File: src/rtl/line_clear_ctrl.sv
// line_clear_ctrl
//   Removes full rows from a falling-block game board. Each pass scans the
//   board from the bottom row up. When a full row is found, every row above
//   it moves down by one and the same row is checked again. At the end of
//   the pass the compacted board, the number of rows removed and an updated
//   score are published.
//
//   Optional feature macro: LINE_CLEAR_BONUS_EN
//     defined   -> score increment per pass is 0/1/3/5/8 for 0/1/2/3/>=4 lines
//     undefined -> score increment per pass equals the number of lines cleared
//
//   Ports
//     clk            rising-edge clock
//     rst            asynchronous reset, active low
//     start          piece-locked pulse; accepted only while idle
//     board_in       board snapshot; row r = bits [COLS*r +: COLS]; row 0 is top
//     score_clr      synchronous score clear; takes priority over a score update
//     busy           high whenever a pass is in progress
//     done           one-cycle pulse in the final cycle of a pass
//     board_out      compacted board from the last completed pass
//     lines_cleared  rows removed in the last completed pass
//     score          running score, saturating at 99
module line_clear_ctrl #(
  parameter int ROWS = 20,
  parameter int COLS = 10
) (
  input  logic                          clk,
  input  logic                          rst,
  input  logic                          start,
  input  logic [ROWS*COLS-1:0]          board_in,
  input  logic                          score_clr,
  output logic                          busy,
  output logic                          done,
  output logic [ROWS*COLS-1:0]          board_out,
  output logic [$clog2(ROWS+1)-1:0]     lines_cleared,
  output logic [6:0]                    score
);

  localparam int PW = (ROWS > 1) ? $clog2(ROWS) : 1;
  localparam int CW = $clog2(ROWS+1);

  typedef logic [ROWS-1:0][COLS-1:0] board_t;
  typedef enum logic [2:0] {IDLE, LOAD, SCAN, SHIFT, DONE} state_t;

  state_t        state, state_nxt;
  board_t        row_buf, shifted, bout_q;
  logic [PW-1:0] ptr;
  logic [CW-1:0] cnt;
  logic          row_full;
  logic [7:0]    inc, sum;
  logic [6:0]    score_nxt;

  assign row_full  = &row_buf[ptr];
  assign board_out = bout_q;

  // Move-down network. Rows at or above the pointer take the row above them.
  // Row 0 refills with empty cells. Rows below the pointer are kept as they are.
  for (genvar r = 0; r < ROWS; r++) begin : g_row
    if (r == 0) begin : g_top
      assign shifted[0] = '0;
    end else begin : g_mid
      assign shifted[r] = (PW'(r) <= ptr) ? row_buf[r-1] : row_buf[r];
    end
  end

  // Score increment for this pass
`ifdef LINE_CLEAR_BONUS_EN
  always_comb begin
    inc = 8'd0;
    case (cnt)
      CW'(0):  inc = 8'd0;
      CW'(1):  inc = 8'd1;
      CW'(2):  inc = 8'd3;
      CW'(3):  inc = 8'd5;
      default: inc = 8'd8;
    endcase
  end
`else
  assign inc = 8'(cnt);
`endif

  // The 8-bit sum cannot wrap: 99 + ROWS fits comfortably.
  assign sum       = {1'b0, score} + inc;
  assign score_nxt = (sum > 8'd99) ? 7'd99 : sum[6:0];

  // State register
  always_ff @(posedge clk or negedge rst) begin
    if (!rst) state <= IDLE;
    else      state <= state_nxt;
  end

  // Next-state logic
  always_comb begin
    state_nxt = state;
    case (state)
      IDLE:    if (start) state_nxt = LOAD;
      LOAD:    state_nxt = SCAN;
      SCAN:    if (row_full)      state_nxt = SHIFT;
               else if (ptr == '0) state_nxt = DONE;
      SHIFT:   state_nxt = SCAN;
      DONE:    state_nxt = IDLE;
      default: state_nxt = IDLE;
    endcase
  end

  // Outputs decoded from the state
  always_comb begin
    busy = (state != IDLE);
    done = (state == DONE);
  end

  // Datapath
  always_ff @(posedge clk or negedge rst) begin
    if (!rst) begin
      row_buf       <= '0;
      bout_q        <= '0;
      ptr           <= '0;
      cnt           <= '0;
      lines_cleared <= '0;
      score         <= '0;
    end else begin
      case (state)
        LOAD: begin
          row_buf <= board_in;
          ptr     <= PW'(ROWS-1);
          cnt     <= '0;
        end
        SCAN: if (!row_full && ptr != '0) ptr <= ptr - 1'b1;
        // The pointer stays put so that the row that just moved down is checked next.
        SHIFT: begin
          row_buf <= shifted;
          cnt     <= cnt + 1'b1;
        end
        DONE: begin
          bout_q        <= row_buf;
          lines_cleared <= cnt;
          score         <= score_nxt;
        end
        default: ;
      endcase
      if (score_clr) score <= '0;
    end
  end

endmodule

File: config.mk
export PLATFORM = sky130hd
export DESIGN_NAME = line_clear_ctrl
export DESIGN_NICKNAME = d
export VERILOG_FILES = /design/src/rtl/line_clear_ctrl.sv
export SDC_FILE = /design/constraint.sdc
export NUM_CORES = 1
export LEC_CHECK = 0
export ABC_CLOCK_PERIOD_IN_PS = 7380
export CORE_MARGIN = 2
export CORE_UTILIZATION = 45
export DETAILED_ROUTE_END_ITERATION = 10
export PLACE_DENSITY = 0.73
export SKIP_LAST_GASP = 1
export SLEW_MARGIN = 10
export SYNTH_ARGS = -nofsm -noshare
export SYNTH_HDL_FRONTEND = slang
export SYNTH_SLANG_ARGS = --single-unit
export TNS_END_PERCENT = 100
File: constraint.sdc
create_clock -name clk -period 7.38 [get_ports clk]
set_input_delay 1.476 -clock clk [delete_from_list [all_inputs] [get_ports clk]]
set_output_delay 1.476 -clock clk [all_outputs]
set_load 0.005 [all_outputs]
==> results of run 1 <==
-- state kept, by name, summed over array words and instances, names as in the netlist --
name           cells
cnt                5
state              3
lines_cleared      5
score              7
ptr                5
board_out        200
row_buf          200
-- synth_stat cells (12+ instances only) --
master | n | share of area
clkbuf_1 | 130 | 0.025
mux2i_1 | 125 | 0.064
o21ai_0 | 40 | 0.010
a21oi_1 | 18 | 0.0046
nand3_1 | 14 | 0.0036
nand3b_1 | 12 | 0.0046
o22ai_1 | 50 | 0.016
nand2_1 | 1023 | 0.20
nor2_1 | 191 | 0.037
dfrtp_1 | 425 | 0.54
a31oi_1 | 174 | 0.055
-- power by group through the flow --
stage / Clock (mW) / Sequential (mW) / Combinational [mW]
floorplan: 0 / 3.79 / 2.16
global placement: 0 / 4.16 / 3.40
detailed placement: 0 / 4.19 / 3.49
CTS: 2.32 / 4.16 / 3.51
global route: 2.41 / 4.29 / 3.87
finish: 2.30 / 4.19 / 3.53
-- worst reg2reg max path, cell delays in order (launching register included) --
cell and delay, ns:
dfrtp_1 0.69, nor2_1 0.37, nand2_4 0.44, inv_6 0.63
buf_4 0.85, nand3_1 0.38, o32ai_1 0.36
-- layer usage --
metal | vias up | wire [µm]
met4 | 0 | 2580
met2 | 851 | 29700
met1 | 8647 | 28200
met5 | - | 0
met3 | 148 | 5210
li1 | 8267 | -
-- cell families after synthesis --
family | Yosys count | share of synthesized area
AND/OR/NAND/NOR | 1272 | 0.251
flip-flops | 425 | 0.542
AO/OA/AOI/OAI | 313 | 0.0982
buffers and inverters | 169 | 0.0361
multiplexers | 125 | 0.0637
adder cells (fa/ha/maj) | 12 | 0.00803
XOR/XNOR | 4 | 0.00178
-- per-stage QoR --
step / worst slack (ns) / utilization / hold WS [ns]
detailed placement: 3.18 / 0.561 / 0.462
global placement: 3.20 / 0.561 / 0.461
global route: 2.40 / 0.595 / 0.490
CTS: 2.57 / 0.595 / 0.477
finish: 2.58 / 0.595 / 0.471
floorplan: 4.92 / - / 0.461
-- area by class of cell --
type	count	area (µm²)	share of cell area
flip-flops and latches	425	10600	0.415
multi-input cells	1726	8360	0.326
repair buffers	441	4380	0.171
clock buffers	65	1320	0.0516
well taps	585	732	0.0286
clock inverters	8	144	0.00561
inverters	8	35.0	0.00137
diodes	5	12.5	0.000488
-- layout by cell type (no fill, tap or decap), drive strengths merged, types with 8 or more instances in the layout --
cell	instances
inv	8
clkbuf	65
nor2	191
a21oi	18
ha	11
nand2b	11
nand3b	12
nand2	1024
o22ai	50
buf	25
dfrtp	425
mux2i	125
nand3	15
o21ai	46
clkdlybuf4s50	416
a31oi	174
-- final timing paths --
path	slack, ns	cells after the start	to
worst max-delay path	2.58	4	done
worst min-delay path	0.47	2	board_out[39]$_DFFE_PN0P_
worst max register to register	3.56	6	score[2]$_DFFE_PN0P_
worst min register to register	0.47	2	board_out[39]$_DFFE_PN0P_
max in group asynchronous	4.92	2	board_out[67]$_DFFE_PN0P_
min in group asynchronous	0.94	1	board_out[5]$_DFFE_PN0P_
==> impl_metrics.csv, run 1 <==
group,metric,value,unit
run,max_cap_viol_count,0,
pwr,switching_share,0.383,
synth,ys_async_sr_fraction,1.00,
die,fp.dieArea,0.0453,mm²
synth,yosysSeqAreaShare,0.542,
hold_path,timing.hold.worst.start,"board_out[39]$_DFFE_PN0P_",
drt,drt_iter0_drc,1791,
finish,instances_no_fill,3263,
clocking,cts_sinks,425,
critical_path,cp-startpoint,"state[1]$_DFFE_PN0P_",
critical_path,worstReg2RegStart,"state[1]$_DFFE_PN0P_",
critical_path,cp.buffers_inverters,2,
die,ios,418,
pwr,p_seq_frac,0.418,
finish,nets,2862,
sta,finalCritPeriodShare,0.650,
grt,grt_pass1_vias,17400,
sta,clock_skew,0.0142,ns
clocking,clockRootBuffer,"clkbuf_16",
pwr,p_leak,12.2,nW
synth,synth_cell_types,48,
synth,synth_edf_count,0,
drt,firstDrtPassIters,6,
critical_path,critPathSlowestCell,"dfrtp_1",
clocking,clock_path_buffers,3,
critical_path,cp.required,5.90,ns
place,hpwl,46000,µm
finish,fillers,3761,
critical_path,path_delay_family,"buffers and inverters",
synth,yosysWarnings,0,
clocking,h-tree-depth,2,
drt,drc,0,
place,gp_congestion,0.906,
synth,synth-seq-cells,425,
grt,grtUsageMet2,0.437,
clocking,post-cts-setup-buffer-count,0,
clocking,hold_buffers,0,
sta,rsz0062_at_grt,"no",
die,coreArea,0.0431,mm²
clocking,cts_tree,"built",
drt,drtAntennaViolNets,0,
synth,netlist_area,0.0196,mm²
clocking,clock_latency,0.57,ns
sta,finalSetupTns,0,ns
sta,finalSetupViolations,0,
drt,wl,65700,µm
pwr,irDropWorstVdd,0.172,mV
grt,gr-max-usage-layer,"met2",
die,initial_utilization,0.456,
sta,hold_viol,0,
place,portBuffers,417,
pwr,p_int,6.18,mW
synth,synth_area_per_cell,8.47,µm²
critical_path,cp_max_fo,66,
critical_path,slowest_delay,0.69,ns
pwr,combPwrFrac,0.353,
synth,syn_nets,2536,
die,fp-row-count,76,
clocking,ctsResizeCount,0,
sta,slew_headroom,0.267,
pwr,powerDensity,391,mW/mm²
drt,vias,17900,
finish,area_growth_syn_to_layout,30.5,%
grt,overflow,0,
sta,slew_violations,0,
finish,drive_gt1_frac,0.0397,
die,die_h,213,µm
critical_path,crit_chain,"nor2_1, nand2_4, inv_6, clkdlybuf4s50_1",
critical_path,worstSetupPathType,"flip-flop to primary output",
grt,grt_usage,0.286,
drt,vias_per_cell,5.49,
synth,syn_inst,2320,
grt,met1_usage,0.408,
run_status,status,"complete, no violations",
sta,fmax,209,MHz
grt,grt_max_degree,185,
grt,antenna_found_initial,4,
drt,wire_per_inst,20.1,µm
pwr,p_switching,3.84,mW
finish,fin_area,0.0256,mm²
place,dp.cells,3185,
hold_path,hold_class,"flip-flop to flip-flop",
critical_path,end_kind,"primary output",
sta,worstMarginPinSlew,1.10,ns
clocking,clk_pin_slew,0.06,ns
critical_path,critPathArrivalTime,3.32,ns
pwr,totalPowerFinal,10.0,mW
grt,grt_first_pass_wirelength,99700,µm
place,postPlaceCellArea,0.0241,mm²
sta,min_period,4.80,ns
critical_path,start_kind,"flip-flop",
grt,use_met3,0.0425,
die,die_w,213,µm
synth,ys.flop_type,"dfrtp_1",
pwr,power_frac_clock,0.229,
clocking,cts_buffers,44,
(Power assumes the default switching activity.)
==> run 2: changes to the inputs <==
--- a/config.mk
+++ b/config.mk
@@ -5,11 +5,11 @@
 export SDC_FILE = /design/constraint.sdc
 export NUM_CORES = 1
 export LEC_CHECK = 0
-export ABC_CLOCK_PERIOD_IN_PS = 7380
+export ABC_CLOCK_PERIOD_IN_PS = 4200
 export CORE_MARGIN = 2
 export CORE_UTILIZATION = 45
 export DETAILED_ROUTE_END_ITERATION = 10
-export PLACE_DENSITY = 0.73
+export PLACE_DENSITY = 0.76
 export SKIP_LAST_GASP = 1
 export SLEW_MARGIN = 10
 export SYNTH_ARGS = -nofsm -noshare
==> constraint.sdc (replaced) <==
create_clock -name clk -period 4.2 [get_ports clk]
set_input_delay 0.84 -clock clk [delete_from_list [all_inputs] [get_ports clk]]
set_output_delay 0.84 -clock clk [all_outputs]
set_load 0.005 [all_outputs]
==> impl_metrics.csv, run 2 (same netlist as run 1, synthesis figures left out) <==
group,metric,value,unit
drt,wire_per_inst,21.1,µm
drt,vias,18500,
clocking,clockRootBuffer,"clkbuf_16",
place,portBuffers,417,
sta,finalSetupTns,0,ns
die,die_h,213,µm
pwr,p_leak,12.4,nW
grt,use_met3,0.0465,
sta,fin_hold_ws,0.343,ns
sta,min_period,3.37,ns
place,gp_congestion,0.906,
clocking,cts_buffers,46,
sta,finalCritPeriodShare,0.803,
finish,nets,2872,
sta,hold_viol,0,
critical_path,rrSetupSlack,1.15,ns
grt,met1_usage,0.431,
sta,rsz0062_at_grt,"no",
place,dpl_worst_slack,1.25,ns
drt,firstDrtPassIters,8,
die,coreArea,0.0431,mm²
clocking,clock_latency,0.58,ns
sta,finalSetupViolations,0,
sta,slew_headroom,0.212,
place,dp.cells,3193,
pwr,powerDensity,702,mW/mm²
clocking,h-tree-depth,2,
critical_path,worstSetupPathType,"flip-flop to primary output",
sta,clock_skew,0.0126,ns
die,fp-row-count,76,
clocking,cts_sinks,425,
die,fp.dieArea,0.0453,mm²
hold_path,hold_class,"input port to async pin",
sta,worstMarginPinSlew,1.18,ns
die,initial_utilization,0.456,
drt,vias_per_cell,5.62,
clocking,hold_buffers,0,
critical_path,cp.required,3.36,ns
finish,layout_commonest_cell,"nand2_1",
clocking,post-cts-setup-buffer-count,0,
finish,area_growth_syn_to_layout,32.4,%
grt,grt_pass1_vias,18200,
drt,wl,69100,µm
die,ios,418,
critical_path,cp_max_fo,30,
grt,antenna_found_initial,4,
grt,grt_usage,0.304,
run_status,status,"complete, no violations",
finish,final_cell_mix,"1021 x nand2_1, 424 x dfrtp_1, 416 x clkdlybuf4s50_1",
drt,drc,0,
pwr,irDropWorstVdd,0.392,mV
drt,drt_iter0_drc,2202,
grt,overflow,0,
critical_path,end_kind,"primary output",
clocking,cts_tree,"built",
place,hpwl,48200,µm
grt,grt_max_degree,209,
drt,drtAntennaViolNets,0,
sta,fmax,296,MHz
sta,slew_violations,0,
grt,grt_first_pass_wirelength,106000,µm
clocking,clock_path_buffers,3,
finish,drive_gt1_frac,0.0490,
finish,final_util,0.604,
die,die_w,213,µm
run,max_cap_viol_count,0,
finish,instances_no_fill,3282,
sta,fin_ws,0.827,ns
clocking,ctsResizeCount,0,
clocking,clk_pin_slew,0.06,ns
critical_path,critPathArrivalTime,2.53,ns
grt,grtUsageMet2,0.468,
critical_path,start_kind,"flip-flop",
grt,gr-max-usage-layer,"met2",
run 2: power by group:
group          switching, mW  leakage [nW]  internal, mW
clock                   1.74         0.843          2.74
combinational           3.19          6.36          2.93
sequential              2.10          5.22          5.58
total                   7.03          12.4          11.2
run 2: layer usage:
layer	vias to the layer above	part of all wire	routed length, µm
li1	8324	-	-
met1	9004	0.42	28800
met2	961	0.46	31800
met5	-	0.00023	16
met4	2	0.037	2550
met3	168	0.085	5900
run 2: critical path: stages, from the launching register on:
cell and delay (ns):
dfrtp_1 0.71, nor2_1 0.36, nand2_4 0.12, inv_6 0.20
clkdlybuf4s50_1 0.56
run 2: final cells by class:
type / instances / area (µm²)
Multi-Input combinational cell: 1726 / 8360
Fill cell: 3660 / 17100
Antenna cell: 3 / 7.51
Clock buffer: 62 / 1380
Timing Repair Buffer: 449 / 4540
Sequential cell: 425 / 10600
Tap cell: 585 / 732
Inverter: 8 / 35.0
Clock inverter: 24 / 313
run 2: stage by stage:
step	power, mW	cell area (µm²)
2_1_floorplan	10.5	19600
3_3_place_gp	13.6	24300
3_5_place_dp	13.7	24300
4_1_cts	18.2	26000
5_1_grt	19.2	26000
6_report	18.3	26000
run 2: worst paths after layout:
path | from | to | cells past startpoint
min | rst | score[1]$_DFFE_PN0P_ | 1
min in group clk | board_out[144]$_DFFE_PN0P_ | board_out[144]$_DFFE_PN0P_ | 2
max in group asynchronous | rst | board_out[50]$_DFFE_PN0P_ | 2
max | state[1]$_DFFE_PN0P_ | done | 4
max reg2reg | ptr[2]$_DFFE_PN0P_ | ptr[1]$_DFFE_PN0P_ | 9
min reg2reg | board_out[144]$_DFFE_PN0P_ | board_out[144]$_DFFE_PN0P_ | 2
